### src/rtl/mux_n_to_1_reg.sv
// N-channel registered mux with valid/ready handshakes,
// fixed-select or round-robin arbitration, one-entry output stage.
module mux_n_to_1_reg #(
  parameter int WIDTH    = 4,
  parameter int CHANNELS = 4,
  localparam int SEL_W   = (CHANNELS > 2) ? $clog2(CHANNELS) : 1
) (
  input  logic                      Clk,
  input  logic                      Rst_n,
  input  logic [CHANNELS*WIDTH-1:0] In,
  input  logic [CHANNELS-1:0]       In_valid,
  output logic [CHANNELS-1:0]       In_ready,
  input  logic                      Mode,
  input  logic [SEL_W-1:0]          Sel,
  output logic [WIDTH-1:0]          Y,
  output logic                      Y_valid,
  input  logic                      Y_ready,
  output logic [SEL_W-1:0]          Y_sel
);

  localparam logic [SEL_W:0] NCH =
    (SEL_W+1)'(CHANNELS);
  localparam logic [SEL_W-1:0] LAST =
    SEL_W'(CHANNELS - 1);

  logic [WIDTH-1:0]      y_q, y_d;
  logic                  y_valid_q, y_valid_d;
  logic [SEL_W-1:0]      y_sel_q, y_sel_d;
  logic [SEL_W-1:0]      ptr_q, ptr_d;

  logic [2*CHANNELS-1:0] rot;
  logic [SEL_W-1:0]      rr_off;
  logic [SEL_W:0]        rr_sum;
  logic [SEL_W-1:0]      rr_cand;
  logic                  rr_ok;
  logic                  fix_ok;
  logic [SEL_W-1:0]      cand;
  logic                  grant_ok;
  logic                  load_en;
  logic                  xfer;
  logic [CHANNELS-1:0]   rdy;
  logic [WIDTH-1:0]      y_new;

  // Rotate valids so the search starts at ptr;
  // the doubled vector makes the wrap land on CHANNELS.
  always_comb begin
    rot    = {In_valid, In_valid} >> ptr_q;
    rr_ok  = 1'b0;
    rr_off = '0;
    for (int j = CHANNELS - 1; j >= 0; j--) begin
      if (rot[j]) begin
        rr_ok  = 1'b1;
        rr_off = SEL_W'(j);
      end
    end
    rr_sum = {1'b0, ptr_q} + {1'b0, rr_off};
    if (rr_sum >= NCH) begin
      rr_sum = rr_sum - NCH;
    end
    rr_cand = rr_sum[SEL_W-1:0];
  end

  always_comb begin
    fix_ok = 1'b0;
    for (int k = 0; k < CHANNELS; k++) begin
      if (Sel == SEL_W'(k)) begin
        fix_ok = In_valid[k];
      end
    end
  end

  always_comb begin
    cand     = Mode ? rr_cand : Sel;
    grant_ok = Mode ? rr_ok : fix_ok;
    load_en  = !y_valid_q || Y_ready;
  end

  always_comb begin
    rdy   = '0;
    y_new = '0;
    for (int k = 0; k < CHANNELS; k++) begin
      if (cand == SEL_W'(k)) begin
        rdy[k] = grant_ok && load_en && Rst_n;
        y_new  = In[k*WIDTH +: WIDTH];
      end
    end
    xfer = |rdy;
  end

  always_comb begin
    y_d       = y_q;
    y_sel_d   = y_sel_q;
    y_valid_d = y_valid_q;
    ptr_d     = ptr_q;
    unique case (1'b1)
      xfer: begin
        y_d       = y_new;
        y_sel_d   = cand;
        y_valid_d = 1'b1;
      end
      (!xfer && y_valid_q && Y_ready): begin
        y_valid_d = 1'b0;
      end
      default: ;
    endcase
    if (xfer && Mode) begin
      ptr_d = (cand == LAST) ? '0 : cand + 1'b1;
    end
  end

  always_ff @(posedge Clk or negedge Rst_n) begin
    if (!Rst_n) begin
      y_q       <= '0;
      y_valid_q <= 1'b0;
      y_sel_q   <= '0;
      ptr_q     <= '0;
    end else begin
      y_q       <= y_d;
      y_valid_q <= y_valid_d;
      y_sel_q   <= y_sel_d;
      ptr_q     <= ptr_d;
    end
  end

  assign In_ready = rdy;
  assign Y        = y_q;
  assign Y_valid  = y_valid_q;
  assign Y_sel    = y_sel_q;

endmodule

### config.mk
export PLATFORM = sky130hd
export DESIGN_NAME = mux_n_to_1_reg
export DESIGN_NICKNAME = d
export VERILOG_FILES = /design/src/rtl/mux_n_to_1_reg.sv
export SDC_FILE = /design/constraint.sdc
export NUM_CORES = 1
export LEC_CHECK = 0
export ABC_AREA = 1
export CORE_AREA = 4 4 49 51
export DETAILED_ROUTE_END_ITERATION = 8
export DIE_AREA = 0 0 53 55
export PLACE_DENSITY = 0.84
export SYNTH_ARGS = -nofsm -noshare
export SYNTH_HDL_FRONTEND = slang
export SYNTH_SLANG_ARGS = --single-unit
### constraint.sdc
create_clock -name Clk -period 7.2 [get_ports Clk]
set_clock_uncertainty 0.1 [all_clocks]
set_input_delay 2.16 -clock Clk [delete_from_list [all_inputs] [get_ports Clk]]
set_output_delay 2.16 -clock Clk [all_outputs]
set_load 0.02 [all_outputs]
==> results.ini <==
[clocking]
cts_buffers=3
cts_tree=yes
htreeDepth=1
cts_num_sinks=9
root_buffer=clkbuf_4
clkLatencyLatePin_ps=250
path_clk_slew_ps=60
cts_max_path_buffers=2

[setup_path]
cp_data_arrival_time_ps=4670
worstSetupEndpointType=output pin
required_ps=4940
setup.worst_path.start_class=input port
path_max_fanout=6
path_class=in -> out

[sta]
max_freq_mhz=144
tightest_slew_ps=352
maxSlewHeadroom_pct=76.5
fin_ws_ps=270
min_period_ps=6930
slew_violations=0
period_share_pct=96.2
hold_violations=0
rsz0062_at_grt=no
setup_tns_ps=0
finalSetupViolations=0

[pwr]
power_leakage_nw=0.665
powerDensity_nw_per_um2=373
ir_drop_uv=228

[final_layout]
final_cell_mix=nand2_1 (36), clkdlybuf4s50_1 (32), nand3_1 (26), nor2_1 (16), dfrtp_1 (9)
layout_commonest_cell=nand2_1
multi_input_area_um2=559
drive_gt1_share_pct=15.3
fin_util_pct=67.2
n_fill_cell=170
register_area_um2=225
antenna_cells=0
final_nets=206
areaGrowthSynthToFinish_pct=54.3

[die]
die_h_um=55
rows=16
io_pins=37
chipWidth_um=53
initial_utilization_pct=43.6
core_area_um2=1940
die_area_um2=2920

[synth]
syn-num-nets=162
yosysWarnings=0
ys_types=22
avgSynthCellArea_um2=6.31
syn-cell-area_um2=846
ys_seq_elements=9
yosysSeqAreaShare_pct=26.6
syn_inst=134

[placement]
dp_hpwl_um=2010
pre_cts_ws_ps=18.4
portBuffers=36
place.gp.congestion=0.769

[min_path]
hold_path.class=reg -> reg

[global_route]
grt_pass1_wl_um=3880
grt_usage_pct=17.6
grt_pass1_vias=1012
grt_max_degree=11
grt_overflow_total=0
grt_antenna_before_repair=0

[drt]
route.detailed.drc=0
post_drt_wl_per_cell_um=11.9
drt_iter0_drc=15
drt_pass1_iterations=4
vias=1027
wl_um=2440
avgViaCountPerCell=5.03
detail-route-antenna-nets=0

[run]
cap_viol_max_count=0

[outcome]
status=finished clean

-- registers in the layout (all words and copies together) (netlist names) --
register	flops
Y	4
Y_sel	2
ptr_q	2
Y_valid	1
-- metal layers --
| metal | part of all wire, % | routed length, um | up-vias | GRT usage, % |
|---|---|---|---|---|
| met2 | 53 | 1280 | 51 | 34.9 |
| met3 | 6.7 | 164 | 6 | 2.41 |
| met4 | 1.8 | 45 | 0 | 5.53 |
| li1 | - | - | 524 | - |
| met1 | 39 | 943 | 446 | 19.1 |
| met5 | 0 | 0 | - | 0 |
-- cell usage after synthesis --
| cell | instances | area, um2 |
|---|---|---|
| nand3_2 | 1 | 10.0 |
| nand2_2 | 5 | 31.3 |
| nor2_1 | 16 | 60.1 |
| inv_2 | 4 | 15.0 |
| clkbuf_1 | 1 | 3.75 |
| nand2_1 | 36 | 135 |
| a21boi_0 | 1 | 7.51 |
| nand3_4 | 2 | 35.0 |
| ha_1 | 2 | 25.0 |
| inv_4 | 1 | 6.26 |
| nor3_1 | 5 | 25.0 |
| buf_2 | 1 | 5.00 |
| nor2_2 | 2 | 12.5 |
| nand2_4 | 2 | 22.5 |
| o21ai_0 | 6 | 30.0 |
| xor2_1 | 1 | 8.76 |
| inv_1 | 8 | 30.0 |
| dfrtp_1 | 9 | 225 |
| nand3_1 | 26 | 130 |
| o21ai_1 | 3 | 15.0 |
| o211ai_1 | 1 | 7.51 |
| clkinv_2 | 1 | 5.00 |
-- stage by stage --
stage               area (um2)  hold WS, ps  total power, W  instances
detailed placement        1270          399        0.000448        200
finish                    1310          411        0.000486        204
global placement          1270          377        0.000434        200
floorplan                  846          457        0.000327        134
global route              1310          439        0.000533        204
CTS                       1290          417        0.000487        204
-- report_power, final --
| group | leakage [nW] | switching, W | total (W) | internal [W] |
|---|---|---|---|---|
| Sequential | 0.108 | 0.0000219 | 0.0000971 | 0.0000752 |
| Clock | 0.0150 | 0.0000170 | 0.0000383 | 0.0000213 |
| Combinational | 0.542 | 0.000206 | 0.000351 | 0.000145 |
-- kinds of logic (layout without fill, tap and decap cells) --
| logic type | Yosys count | after routing | share of synthesized area, % |
|---|---|---|---|
| buffers and inverters | 16 | 59 | 7.69 |
| AOI/OAI and AO/OA | 11 | 11 | 7.10 |
| and+or+nand+nor | 95 | 95 | 54.6 |
| DFF | 9 | 9 | 26.6 |
| xor gates and xnor gates | 1 | 1 | 1.04 |
| adders and majority gates | 2 | 2 | 2.96 |
-- final cells by class --
cell class | count | area share, %
multi-input cells | 109 | 42.9
repair buffers | 41 | 31.0
flip-flops and latches | 9 | 17.3
inverters | 14 | 4.31
well taps | 27 | 2.59
clock buffers | 4 | 2.01
-- timing repair --
| action | CTS | global route |
|---|---|---|
| resized for setup | 1 | 4 |
| setup endpoints to repair | 1 | 3 |
| setup buffers | 0 | 0 |
| pin swaps | 0 | 0 |
| hold buffers | 0 | 0 |
-- worst max-delay path, stage by stage --
cell	delay, ps
clkdlybuf4s50_1	450
nand2_1	110
nand3_1	90
nand2_1	100
nand3_1	70
a21boi_0	190
ha_1	190
xor2_1	240
nand3_2	130
nand3_4	140
nand2_4	60
inv_2	90
ha_1	170
inv_1	60
nor2_1	90
dlygate4sd2_1	330
-- worst paths after layout --
kind                       slack, ps  depth (start not counted)         from           to
min reg2reg                      410                          2      Y_valid      Y_valid
min                              410                          2      Y_valid      Y_valid
max reg2reg                     4070                         21     ptr_q[0]         Y[0]
min in group asynchronous       2110                          2        Rst_n     Y_sel[0]
max in group asynchronous       4760                          2        Rst_n         Y[2]
max                              270                         16  In_valid[3]  In_ready[1]
(Power assumes the default switching activity.)
==> edit 1 (same settings) <==
`CHANNELS`: 4 -> 2.
--- a/src/rtl/mux_n_to_1_reg.sv
+++ b/src/rtl/mux_n_to_1_reg.sv
@@ -3,5 +3,5 @@
 module mux_n_to_1_reg #(
   parameter int WIDTH    = 4,
-  parameter int CHANNELS = 4,
+  parameter int CHANNELS = 2,
   localparam int SEL_W   = (CHANNELS > 2) ? $clog2(CHANNELS) : 1
 ) (
Ports: changed (5 resized); port bits go from 37 to 23. No check against the original RTL was run, so the function may have changed too.
==> edit 1 against the original RTL <==
Design area fell by 48%; combinational power down 84%; power down 71%; highest routed layer unchanged; final cell count decreased by 46%; worst setup slack better by 730 ps; critical path type unchanged; area after synthesis fell by 51%; routed wire length shrank 58%; sequential cell count down 2.
==> edit 1: results (changes against the original RTL) <==
* Worst slack, placed at 980.4 ps (+961.9 ps)
* Final Routed Wirelength at 1019 um (-58%)
* Worst Path Max Fanout at 11 (+5)
* Mux cell area share after synthesis at 0% (unchanged)
* Leakage power at 0.3472 nW (-48%)
* Adder-Cell Fraction of Synth Area at 0% (-3.0 points)
* Share of cells above drive strength 1 at 10.71% (-4.5 points)
* Synth Area in Compound Gates at 5.775% (-1.3 points)
* Peak VDD IR at 55.20 uV (-76%)
* Dpl hpwl at 873.8 um (-56%)
* Filler cell count in the final layout at 216 (+27%)
* Comb group at 55.8 uW (-84%)
* Synthesized Nets at 74 (-54%)
* Syn-to-layout area delta at 65.35%
* DR WL/cell at 9.180 um (-23%)
* Routed vias/inst at 3.901 (-23%)
* Vias in the first global route at 432 (-57%)
* WHS at 374.3 ps (-37.00 ps)
* Worst Path Arrival at 3940 ps (-730 ps)
* Status: finished clean
* Overall Global Routing Usage at 8.200% (-9.4 points)
* Cell variety after synth at 14 (-36%)
* Worst-Margin Slew at 375.5 ps (+23.18 ps)
* Placed cells at 107 (-47%)
* Largest net degree at the start of global routing at 12 (+1)
* Nets at 100 (-51%)
* Register area share after synthesis at 42.55% (+16 points)
* Most frequent cells after synthesis: 27 x nand2_1, 7 x dfrtp_1, 7 x inv_1, 5 x nand3_1, 3 x nor2_1
* Placer Congestion at 0.7741 (+0.62%)
* Seq pwr share at 37.0% (+17 points)
* First-pass GRT wire length at 1711 um (-56%)
* Xor/xnor share of the synthesized area at 0% (-1.0 points)
-- edit 1: cell types whose count changed in the layout (fill, tap and decap cells not counted), sizes merged, moves of 6 or more --
cell / unedited run / this run
o21ai: 9 / 3
nand3: 29 / 6
nor2: 18 / 3
clkdlybuf4s50: 32 / 22
nand2: 43 / 30
-- edit 1: per-stage QoR --
step / total power [mW] / area, um^2
2_1_floorplan: 0.08135 / 411.6
3_3_place_gp: 0.1085 / 654.4
3_5_place_dp: 0.1096 / 654.4
4_1_cts: 0.1450 / 680.7
5_1_grt: 0.1530 / 680.7
6_report: 0.1426 / 680.7
-- edit 1: cells by family after synthesis --
| logic type | Yosys count |
|---|---|
| simple gates | 39 |
| buf+inv | 9 |
| flops | 7 |
| compound gates | 4 |
-- edit 1: final cells by class --
class / instances / area, um^2 / share of cell area, %
timing repair buffer: 22 / 220.2 / 32.35
multi-input combinational: 43 / 195.2 / 28.68
sequential: 7 / 175.2 / 25.74
tap: 27 / 33.78 / 4.963
inverter: 8 / 30.03 / 4.412
clock buffer: 4 / 26.28 / 3.860
-- edit 1: routing by layer --
| metal | vias to the layer above | wire [um] | global-route usage [%] |
|---|---|---|---|
| met4 | 0 | 27 | 8.936 |
| met5 | - | 0 | 0 |
| met1 | 178 | 473 | 10.55 |
| li1 | 231 | - | - |
| met2 | 22 | 409 | 11.57 |
| met3 | 2 | 109 | 0.5362 |
-- edit 1: final timing paths --
path / startpoint / end / slack (ps) / cells after the start
min reg2reg: Y[0] / Y[0] / 370 / 2
min in group asynchronous: Rst_n / Y[1] / 2100 / 1
max in group asynchronous: Rst_n / Y_valid / 4630 / 1
max: Mode / In_ready[1] / 1000 / 8
max reg2reg: Y_valid / ptr_q / 5950 / 7
min: Y[0] / Y[0] / 370 / 2
==> edit 2 (same flow settings) <==
Without the edit above. Reset style: synchronous (`Rst_n`), changed in one clocked block.
--- a/src/rtl/mux_n_to_1_reg.sv
+++ b/src/rtl/mux_n_to_1_reg.sv
@@ -109,5 +109,5 @@
   end
 
-  always_ff @(posedge Clk or negedge Rst_n) begin
+  always_ff @(posedge Clk) begin
     if (!Rst_n) begin
       y_q       <= '0;
Formal check against the unedited RTL: differs if Rst_n is asserted again (counterexample within 4 cycles, from zero or initial values and one cycle with Rst_n low); with Rst_n held inactive, the same outputs for 10 cycles.
==> edit 2 against the original RTL <==
Final cell count rose by 7.4%; worst setup slack got worse by 8.5 ps; non-clock buffer count rose by 2; critical endpoint is now In_ready[0]; fmax fell by 0.12%; count of clock-buffer cells in the layout did not move; largest cell class unchanged; area after synthesis rose by 0.89%; routed wire length rose by 1.1%; sequential cell count did not move; design area rose by 0.38%.
Power is not compared: it rests on default switching activity, and its combinational part moved more than twofold at a synthesized area within 25%.
==> edit 2: results (changes against the original RTL) <==
* Root buf cell: clkbuf_4
* Worst Path Arrival at 4680 ps (about the same)
* Most frequent cells after synthesis: 43 x nand2_1, 27 x nand3_1, 17 x inv_1, 17 x nor2_1, 9 x dfxtp_1
* Final Routed Wirelength at 2462 um (+1.1%)
* Grt met3 use at 4.290% (+1.9 points)
* Met1 Usage GRT at 18.36% (-0.79 points)
* Register area share after synthesis at 21.11% (-5.5 points)
* DRT iter0 DRCs at 16 (+1)
* Worst-Margin Slew at 380.9 ps (+28.65 ps)
* Overall Global Routing Usage at 18.29% (+0.70 points)
* Share of synthesized flip-flops with an asynchronous set or reset at 0% (-100 points)
* Vias in the first global route at 1019 (+0.69%)
* Top cells by area, synth: dfxtp_1 21%, nand2_1 19%, nand3_1 16%
* Dpl hpwl at 2054 um (+2.4%)
* Clk_lat worst skew at 270 ps (+20 ps)
* Worst R2R End: Y[1]
* Routed vias/inst at 4.863 (-3.4%)
* Status: finished clean
* Placer Congestion at 0.7685 (-0.10%)
* Filler cell count in the final layout at 176 (+3.5%)
* First-pass GRT wire length at 3981 um (+2.7%)
* Largest net degree at the start of global routing at 10 (-1)
* Synth Flop Type: dfxtp_1
* Placed Area at 1272 um^2 (+0.30%)
* Hold path endpoint: Y_sel[0]
* Yosys warns at 0 (unchanged)
* Post-CTS sizing at 1 (unchanged)
* Drt first pass iters at 5 (+1)
* Synthesized Nets at 177 (+9.3%)
* CP peak stage delay at 620 ps (+170 ps)
* Crit-path slowest cell: clkdlybuf4s50_1
* Worst min-delay path startpoint: Y_sel[0]
* R2R Setup Slk at 4080 ps (about the same)
## edit 2: cell type report
cell class	instances	share of cell area (%)
repair buffers	43	31.81
flip-flops and latches	9	13.75
well taps	27	2.579
inverters	20	5.826
multi-input cells	116	44.03
clock buffers	4	2.006
## edit 2: layer usage
layer | part of all wire (%) | wire length [um]
met5 | 0 | 0
met1 | 40 | 978
met4 | 1.2 | 30
met2 | 53 | 1314
met3 | 5.6 | 138
## edit 2: kinds of logic (layout without fill, tap and decap cells)
group	count (synthesis)	after routing	synth area share, %
compound gates	12	12	7.624
xor+xnor	1	1	1.027
fa+ha+maj	2	2	2.932
buf+inv	24	67	12.17
flops	9	9	21.11
simple gates	101	101	55.13
## edit 2: report_power, final
| part | switching (mW) | internal (mW) | leakage, nW |
|---|---|---|---|
| registers | 0.00500 | 0.0561 | 0.0741 |
| logic | 0.0688 | 0.0572 | 0.562 |
| clock network | 0.0188 | 0.0214 | 0.0150 |
| total | 0.0927 | 0.135 | 0.651 |
## edit 2: worst max-delay path: cells and delay by family
kind | cells | cell delay [ps]
and+or+nand+nor | 8 | 880
xor gates and xnor gates | 1 | 190
AOI/OAI and AO/OA | 1 | 160
adders and majority gates | 1 | 210
buffers and inverters | 2 | 1070
## edit 2: worst max-delay path by stage
stage	from	end	slack, ps
2_1_floorplan	In_valid[1]	In_ready[1]	840
4_1_cts	In_valid[3]	In_ready[3]	70
3_3_place_gp	In_valid[3]	In_ready[1]	120
6_report	In_valid[1]	In_ready[0]	260
3_5_place_dp	In_valid[3]	In_ready[1]	-5
5_1_grt	In_valid[0]	In_ready[1]	20
## edit 2: stage by stage
stage | utilization (%) | hold slack [ps] | instances | worst slack, ps
floorplan | - | 421.6 | 149 | 842.7
detailed placement | 65.53 | 365.7 | 215 | -5.303
CTS | 66.82 | 374.0 | 219 | 73.83
global route | 67.46 | 405.8 | 219 | 22.85
finish | 67.46 | 381.0 | 219 | 262.0
global placement | 65.53 | 343.3 | 215 | 117.4
